## config.mk

```make
export PLATFORM = sky130hd
export DESIGN_NAME = bin_to_bcd_seq
export DESIGN_NICKNAME = d
export VERILOG_FILES = /design/src/rtl/bin_to_bcd_seq_pkg.sv /design/src/rtl/bin_to_bcd_seq_bcd_digit_adj.sv /design/src/rtl/bin_to_bcd_seq.sv
export SDC_FILE = /design/constraint.sdc
export NUM_CORES = 1
export LEC_CHECK = 0
export BUFFER_PORTS_ARGS = -buffer_cell sky130_fd_sc_hd__buf_2
export CORE_ASPECT_RATIO = 1.4
export CORE_MARGIN = 3
export CORE_UTILIZATION = 50
export DETAILED_ROUTE_END_ITERATION = 10
export GPL_TIMING_DRIVEN = 0
export PLACE_DENSITY_LB_ADDON = 0.12
export SLEW_MARGIN = 0
export SYNTH_ARGS = -nofsm -noshare
export SYNTH_HDL_FRONTEND = slang
export SYNTH_HIERARCHICAL = 1
export SYNTH_SLANG_ARGS = --single-unit
```

## constraint.sdc

```tcl
create_clock -name CLOCK_50 -period 1.65 [get_ports CLOCK_50]
set_input_delay 0.2475 -clock CLOCK_50 [delete_from_list [all_inputs] [get_ports CLOCK_50]]
set_output_delay 0.2475 -clock CLOCK_50 [all_outputs]
set_load 0.03 [all_outputs]
```

## src/rtl/bin_to_bcd_seq_pkg.sv

```systemverilog
// Shared display definitions for the 6-digit 7-segment board and the
// sequential binary-to-BCD converter.
package bin_to_bcd_seq_pkg;

    localparam int unsigned BCD_NIBBLE_W = 4;
    localparam int unsigned BOARD_DIGITS = 6;

    // Nibble used to build the saturated all-nines display pattern.
    localparam logic [BCD_NIBBLE_W-1:0] BCD_NINE = 4'h9;

    typedef enum logic [1:0] {
        IDLE  = 2'd0,
        SHIFT = 2'd1,
        DONE  = 2'd2
    } state_t;

endpackage

```

## src/rtl/bin_to_bcd_seq_bcd_digit_adj.sv

```systemverilog
// Double-dabble digit correction: adds 3 to a BCD nibble that is 5 or more,
// so that the following left shift carries correctly into the next digit.
module bcd_digit_adj
    import bin_to_bcd_seq_pkg::*;
(
    input  logic [BCD_NIBBLE_W-1:0] digit,
    output logic [BCD_NIBBLE_W-1:0] adj_c
);

    always_comb begin
        adj_c = digit;
        if (digit >= BCD_NIBBLE_W'(5)) begin
            adj_c = digit + BCD_NIBBLE_W'(3);
        end
    end

endmodule

```

## src/rtl/bin_to_bcd_seq.sv

```systemverilog
// Iterative shift-and-add-3 binary-to-BCD converter with a start/busy/done
// handshake; one shift per clock, result held until the next conversion.
module bin_to_bcd_seq
    import bin_to_bcd_seq_pkg::*;
#(
    parameter int unsigned BIN_W  = 20,
    parameter int unsigned DIGITS = BOARD_DIGITS
) (
    input  logic                           CLOCK_50,
    input  logic                           resetn,
    input  logic                           start,
    input  logic [BIN_W-1:0]               bin_in,
    output logic                           busy,
    output logic                           done,
    output logic [BCD_NIBBLE_W*DIGITS-1:0] bcd_out,
    output logic                           ovf
);

    localparam int unsigned BCD_W = BCD_NIBBLE_W * DIGITS;
    localparam int unsigned CNT_W = $clog2(BIN_W + 1);

    localparam logic [BCD_W-1:0] BCD_SAT = {DIGITS{BCD_NINE}};

    state_t             state;
    logic [BIN_W-1:0]   shreg;
    logic [BCD_W-1:0]   scratch;
    logic [CNT_W-1:0]   cnt;
    logic               sticky;

    logic [BCD_W-1:0]   adj;
    logic [BCD_W-1:0]   scratch_shift;
    logic               sticky_next;

    for (genvar g = 0; g < DIGITS; g++) begin : g_adj
        bcd_digit_adj u_adj (
            .digit (scratch[g*BCD_NIBBLE_W +: BCD_NIBBLE_W]),
            .adj_c (adj[g*BCD_NIBBLE_W +: BCD_NIBBLE_W])
        );
    end

    // A 1 leaving the top digit means the value no longer fits in DIGITS digits.
    always_comb begin
        scratch_shift = {adj[BCD_W-2:0], shreg[BIN_W-1]};
        sticky_next   = sticky | adj[BCD_W-1];
    end

    always_ff @(posedge CLOCK_50) begin
        if (!resetn) begin
            state   <= IDLE;
            shreg   <= '0;
            scratch <= '0;
            cnt     <= '0;
            sticky  <= 1'b0;
            busy    <= 1'b0;
            done    <= 1'b0;
            bcd_out <= '0;
            ovf     <= 1'b0;
        end else begin
            case (state)
                IDLE: begin
                    done <= 1'b0;
                    if (start) begin
                        shreg   <= bin_in;
                        scratch <= '0;
                        sticky  <= 1'b0;
                        cnt     <= CNT_W'(BIN_W);
                        busy    <= 1'b1;
                        state   <= SHIFT;
                    end
                end
                SHIFT: begin
                    scratch <= scratch_shift;
                    shreg   <= shreg << 1;
                    sticky  <= sticky_next;
                    cnt     <= cnt - CNT_W'(1);
                    // Final shift: publish the result on the edge that raises done.
                    if (cnt == CNT_W'(1)) begin
                        state   <= DONE;
                        done    <= 1'b1;
                        bcd_out <= sticky_next ? BCD_SAT : scratch_shift;
                        ovf     <= sticky_next;
                    end
                end
                DONE: begin
                    done  <= 1'b0;
                    busy  <= 1'b0;
                    state <= IDLE;
                end
                default: begin
                    state <= IDLE;
                    busy  <= 1'b0;
                    done  <= 1'b0;
                end
            endcase
        end
    end

endmodule
```

Yosys cells after proc, flatten, opt, wreduce, memory -nomap -nowiden

Cells that the tools add are included.

Register bits: 79
Output and inout port bits: 27
Word-level logic and storage cells: 55

Add/subtract/negate cells: 7
Order comparisons: 6
Equality and inequality tests: 4
Mux-type cells: 20
Bitwise gates (word level): 2
Reductions and logical operators: 7

Operator list:

| operator              | number |
|---|---|
| $mux W24              | 2 |
| $pmux W24 S2          | 1 |
| $pmux W20 S2          | 1 |
| $add A4 B2 Y4 const B | 6 |
| $ge A4 B3 Y1 const B  | 6 |
| $mux W4               | 6 |
| $mux W20              | 1 |
| $pmux W5 S2           | 1 |
| $reduce_and A2 Y1     | 5 |
| $eq A5 B1 Y1 const B  | 1 |
| $mux W5               | 1 |
| $sub A5 B1 Y5 const B | 1 |
| $mux W2               | 2 |
| $ne A2 B2 Y1 const B  | 2 |
| $pmux W1 S2           | 2 |
| $pmux W2 S2           | 1 |
| $eq A2 B1 Y1 const B  | 1 |
| $logic_not A2 Y1      | 1 |
| $mux W1               | 2 |
| $reduce_bool A2 Y1    | 1 |
| $not A1 Y1            | 1 |
| $or A1 B1 Y1          | 1 |

Logic depth before layout (Yosys ltp)

Depth after elaboration: 4
Depth in mapped cells: 9

Hierarchy

The synthesis kept the hierarchy.

Modules (own cells, without submodules):

| module         | times used | cells an instance | area each (µm²) |
|---|---|---|---|
| bin_to_bcd_seq | 1          | 336               | 3,290.7 |
| bcd_digit_adj  | 6          | 16                | 101.3 |

Worst setup path before layout

OpenSTA, ideal clock, no wires.

Kind: reg2reg
Start: register scratch[21]
End: register bcd_out[11]
Setup time: 0.123 ns
Arrival: 1.502 ns
Data required time: 1.527 ns
Slack: 0.025 ns
Stages on the path, launching flop included: 10
Path buffers: 1
Cell sequence: dfxtp_1 inv_1 ha_1 nand2b_1 nand2b_1 o21ai_1 or2_2 clkbuf_1 o21ai_0 mux2i_1

Longest elaborated chain between the ends: 4

Ends and longest elaborated chain:

| what                                                 | RTL line                                                               | text |
|---|---|---|
| from (decl)                                          | bin_to_bcd_seq.sv:26                                                   | `logic [BCD_W-1:0] scratch;` |
| from (signal assigned)                               | bin_to_bcd_seq.sv:72                                                   | `scratch <= scratch_shift;` |
| $add A4 B2 Y4 / $ge A4 B3 Y1 (equally long branches) | bin_to_bcd_seq_bcd_digit_adj.sv:13, bin_to_bcd_seq_bcd_digit_adj.sv:12 |  |
| $mux W4 (*)                                          | bin_to_bcd_seq_bcd_digit_adj.sv:12                                     | `if (digit >= BCD_NIBBLE_W'(5)) begin` |
| via adj[23]                                          | bin_to_bcd_seq.sv:30                                                   | `logic [BCD_W-1:0] adj;` |
| $or A1 B1 Y1 (*)                                     | bin_to_bcd_seq.sv:44                                                   | `sticky_next = sticky \| adj[BCD_W-1];` |
| $mux W24 (*)                                         | bin_to_bcd_seq.sv:80                                                   | `bcd_out <= sticky_next ? BCD_SAT : scratch_shift;` |
| to (signal assigned)                                 | bin_to_bcd_seq.sv:80                                                   |  |
| to (decl)                                            | bin_to_bcd_seq.sv:15                                                   | `output logic [BCD_NIBBLE_W*DIGITS-1:0] bcd_out,` |

Mark *: on every way through the listed nets, which the timed path passes. The rest lies on a longest branch.
A chain may end at the register's enable or synchronous reset.

Final worst setup path

Start: register scratch[21]
End: register bcd_out[12]

Same word-level chain as after synthesis.

==> flow_summary.yaml <==
die:
  row_count: 37
  die_w_um: 80.6
  die_h_um: 110
  die_area_mm2: 0.00891
  coreArea_mm2: 0.00745
  start_util_pct: 52.3
  io_pins: 50
grt:
  grt_max_degree: 14
  grt_pass1_vias: 3256
  grt_pass1_wl_mm: 15.0
  grt_overflow: 0
  grt_usage_pct: 21.3
  antenna_found_initial: 0
worst_setup_path:
  worstPathArrival_ps: 1890
  critical_path.cell_chain: "inv_4 -> ha_4 -> nand2b_4 -> nand2b_1 -> o21ai_2 -> or2_4 -> clkbuf_16 -> o21ai_1 -> mux2i_1"
  crit_path_top_delay_cell: "dfxtp_2"
  reg2reg_to: "bcd_out[12]"
  endpoint: "bcd_out[12]"
  crit_start: "scratch[21]"
  critPathLaunchType: "flip-flop"
  rrSetupSlack_ps: 0.9
  slowest_delay_ps: 360
  worst_setup_path_end_kind: "flip-flop"
  path_class: "flip-flop to flip-flop"
  reg2reg_depth: 9
  r2r-start: "scratch[21]"
  required_ps: 1890
  path_max_fanout: 5
timing:
  fin_tns_setup_ps: 0
  fmax_mhz: 606
  setup_viol: 0
  max-slew-margin-rel_pct: 63.6
  drv_slew: 0
  hold_viol_final: 0
  fin_worst_skew_ps: 15.8
  worst_pin_slew_ps: 546
  min_period_ps: 1650
  min_period_over_period_pct: 99.9
  rsz0062_at_grt: "true"
synthesis:
  synth_nets: 469
  synth_edf_count: 0
  synthDistinctLibCells: 40
  synthTopCellsByCount: "dfxtp_1 (79), nand2_1 (53), o21ai_0 (40)"
  yosysMostFrequentCell: "dfxtp_1"
  yosys_most_used_dff: "dfxtp_1"
  avgSynthCellArea_um2: 9.02
  async_flop_share_pct: 0
  yosysWarningCount: 6
  ys_seq_area_share_pct: 40.6
  yosysTopAreaCell: "dfxtp_1"
  ys_ff_latch: 79
  synth_cells: 432
  synth_top_area_share_pct: 40.6
  synth_area_mm2: 0.00390
  synthTopCellsByArea: "dfxtp_1 (41%), mux2i_1 (8.2%), a22o_1 (5.4%)"
route:
  finalWirelength_mm: 9.21
  post-route-drc-count: 0
  final_antenna_net_count: 0
  drt-initial-drc-count: 147
  routed_via_density: 5.53
  vias: 3338
  drt-pass1-iter-count: 4
  wl_per_cell_um: 15.2
run_status:
  status: "complete, no violations"
clock_network:
  cts_tree: "done"
  hold_buffers: 0
  clk_pin_slew_ps: 90
  clkLatencyLatePin_ps: 360
  htree_levels: 3
  cts_buffer_depth: 2
  clock-sinks: 79
  cts-root-buf: "clkbuf_8"
  cts_made_buffers: 9
final_layout:
  design_area_mm2: 0.00467
  antenna_cells: 0
  final_nets: 539
  synthToLayoutAreaGrowth_pct: 19.7
  layout-drive-gt1-share_pct: 27.6
power:
  leakage_uw: 0.00189
  ir_worst_vdd_v: 0.000848
  power_density_mw_per_mm2: 851
placed_design:
  dp_hpwl_mm: 6.35
  postPlaceCellArea_mm2: 0.00426
  gp_congestion: 0.814
  portBuffers: 47
worst_hold_path:
  worstHoldPathType: "input pin to flip-flop"
run:
  maxCapViolations: 0
[where the power goes]
part | internal, uW | switching (uW) | leakage [uW]
Clock | 841 | 724 | 0.000109
Sequential | 1970 | 57.8 | 0.000648
Combinational | 163 | 211 | 0.00113
Total | 2980 | 993 | 0.00189
[cell families after synthesis]
group / synth area share, %
AO/OA/AOI/OAI: 21.5
buffers and inverters: 7.06
flip-flops: 40.6
AND/OR/NAND/NOR: 16.8
adder cells (fa/ha/maj): 4.49
XOR/XNOR: 1.35
multiplexers: 8.22
[cell usage in the layout (no fill, tap or decap), drive strengths merged, types with 15 or more instances in the layout]
cell type / synthesis / final
a21oi: 28 / 28
clkbuf: 14 / 23
nand3: 15 / 15
mux2i: 32 / 32
buf: 19 / 78
a22o: 24 / 24
inv: 17 / 17
nand2: 53 / 53
nand2b: 16 / 16
o221ai: 15 / 15
o21ai: 47 / 47
dfxtp: 79 / 79
[worst max-delay path: cells and delay by family (launching register included)]
kind / cells / cell delay, ps
and+or+nand+nor: 3 / 500
DFF: 1 / 360
buffers and inverters: 2 / 230
AOI/OAI and AO/OA: 2 / 200
adders and majority gates: 1 / 150
muxes: 1 / 90
[flip-flops by register name (all words and copies together), names as in the netlist]
| signal | flops |
|---|---|
| scratch | 24 |
| bcd_out | 24 |
| ovf | 1 |
| cnt | 5 |
| busy | 1 |
| done | 1 |
| sticky | 1 |
| shreg | 20 |
| state | 2 |
[metrics by stage]
stage	worst slack (ps)	power (uW)	cells	util [%]	hold WS [ps]
after floorplan	25.2	2330	432	-	455
after global placement	-377	2430	576	57.1	435
after detailed placement	-390	2440	576	57.1	443
after CTS	1.74	4000	595	60.8	177
after global routing	-95.7	4130	604	62.6	205
final	0.900	3970	604	62.6	199
[timing repair]
item	CTS	global route
resized for setup	22	22
setup buffers	3	8
endpoints found under the hold margin	0	0
setup endpoints to repair	21	28
cloned	0	1
pin swaps	1	8
[metal layers]
| metal | track usage [%] | vias up | part of all wire, % |
|---|---|---|---|
| li1 | - | 1675 | - |
| met1 | 24.5 | 1570 | 42 |
| met2 | 37.3 | 72 | 52 |
| met3 | 3.92 | 21 | 4.1 |
| met4 | 9.92 | 0 | 2.3 |
| met5 | 0 | - | 0 |
[cell type report]
type	count	area, um2
clock inverter	7	87.6
multi-input combinational	303	2110
timing repair buffer	59	329
sequential	79	1590
fill	683	2790
inverter	17	66.3
tap	97	121
buffer	33	236
clock buffer	9	124
[worst min-delay path by stage]
stage / startpoint / endpoint / slack (ps) / cells past startpoint
final: bin_in[19] / shreg[19] / 200 / 3
after global routing: bin_in[0] / shreg[0] / 200 / 3
after CTS: bin_in[0] / shreg[0] / 180 / 3
after detailed placement: busy / busy / 440 / 2
after global placement: busy / busy / 430 / 2
after floorplan: cnt[1] / cnt[1] / 460 / 1
Power figures use the tool's default switching activity.
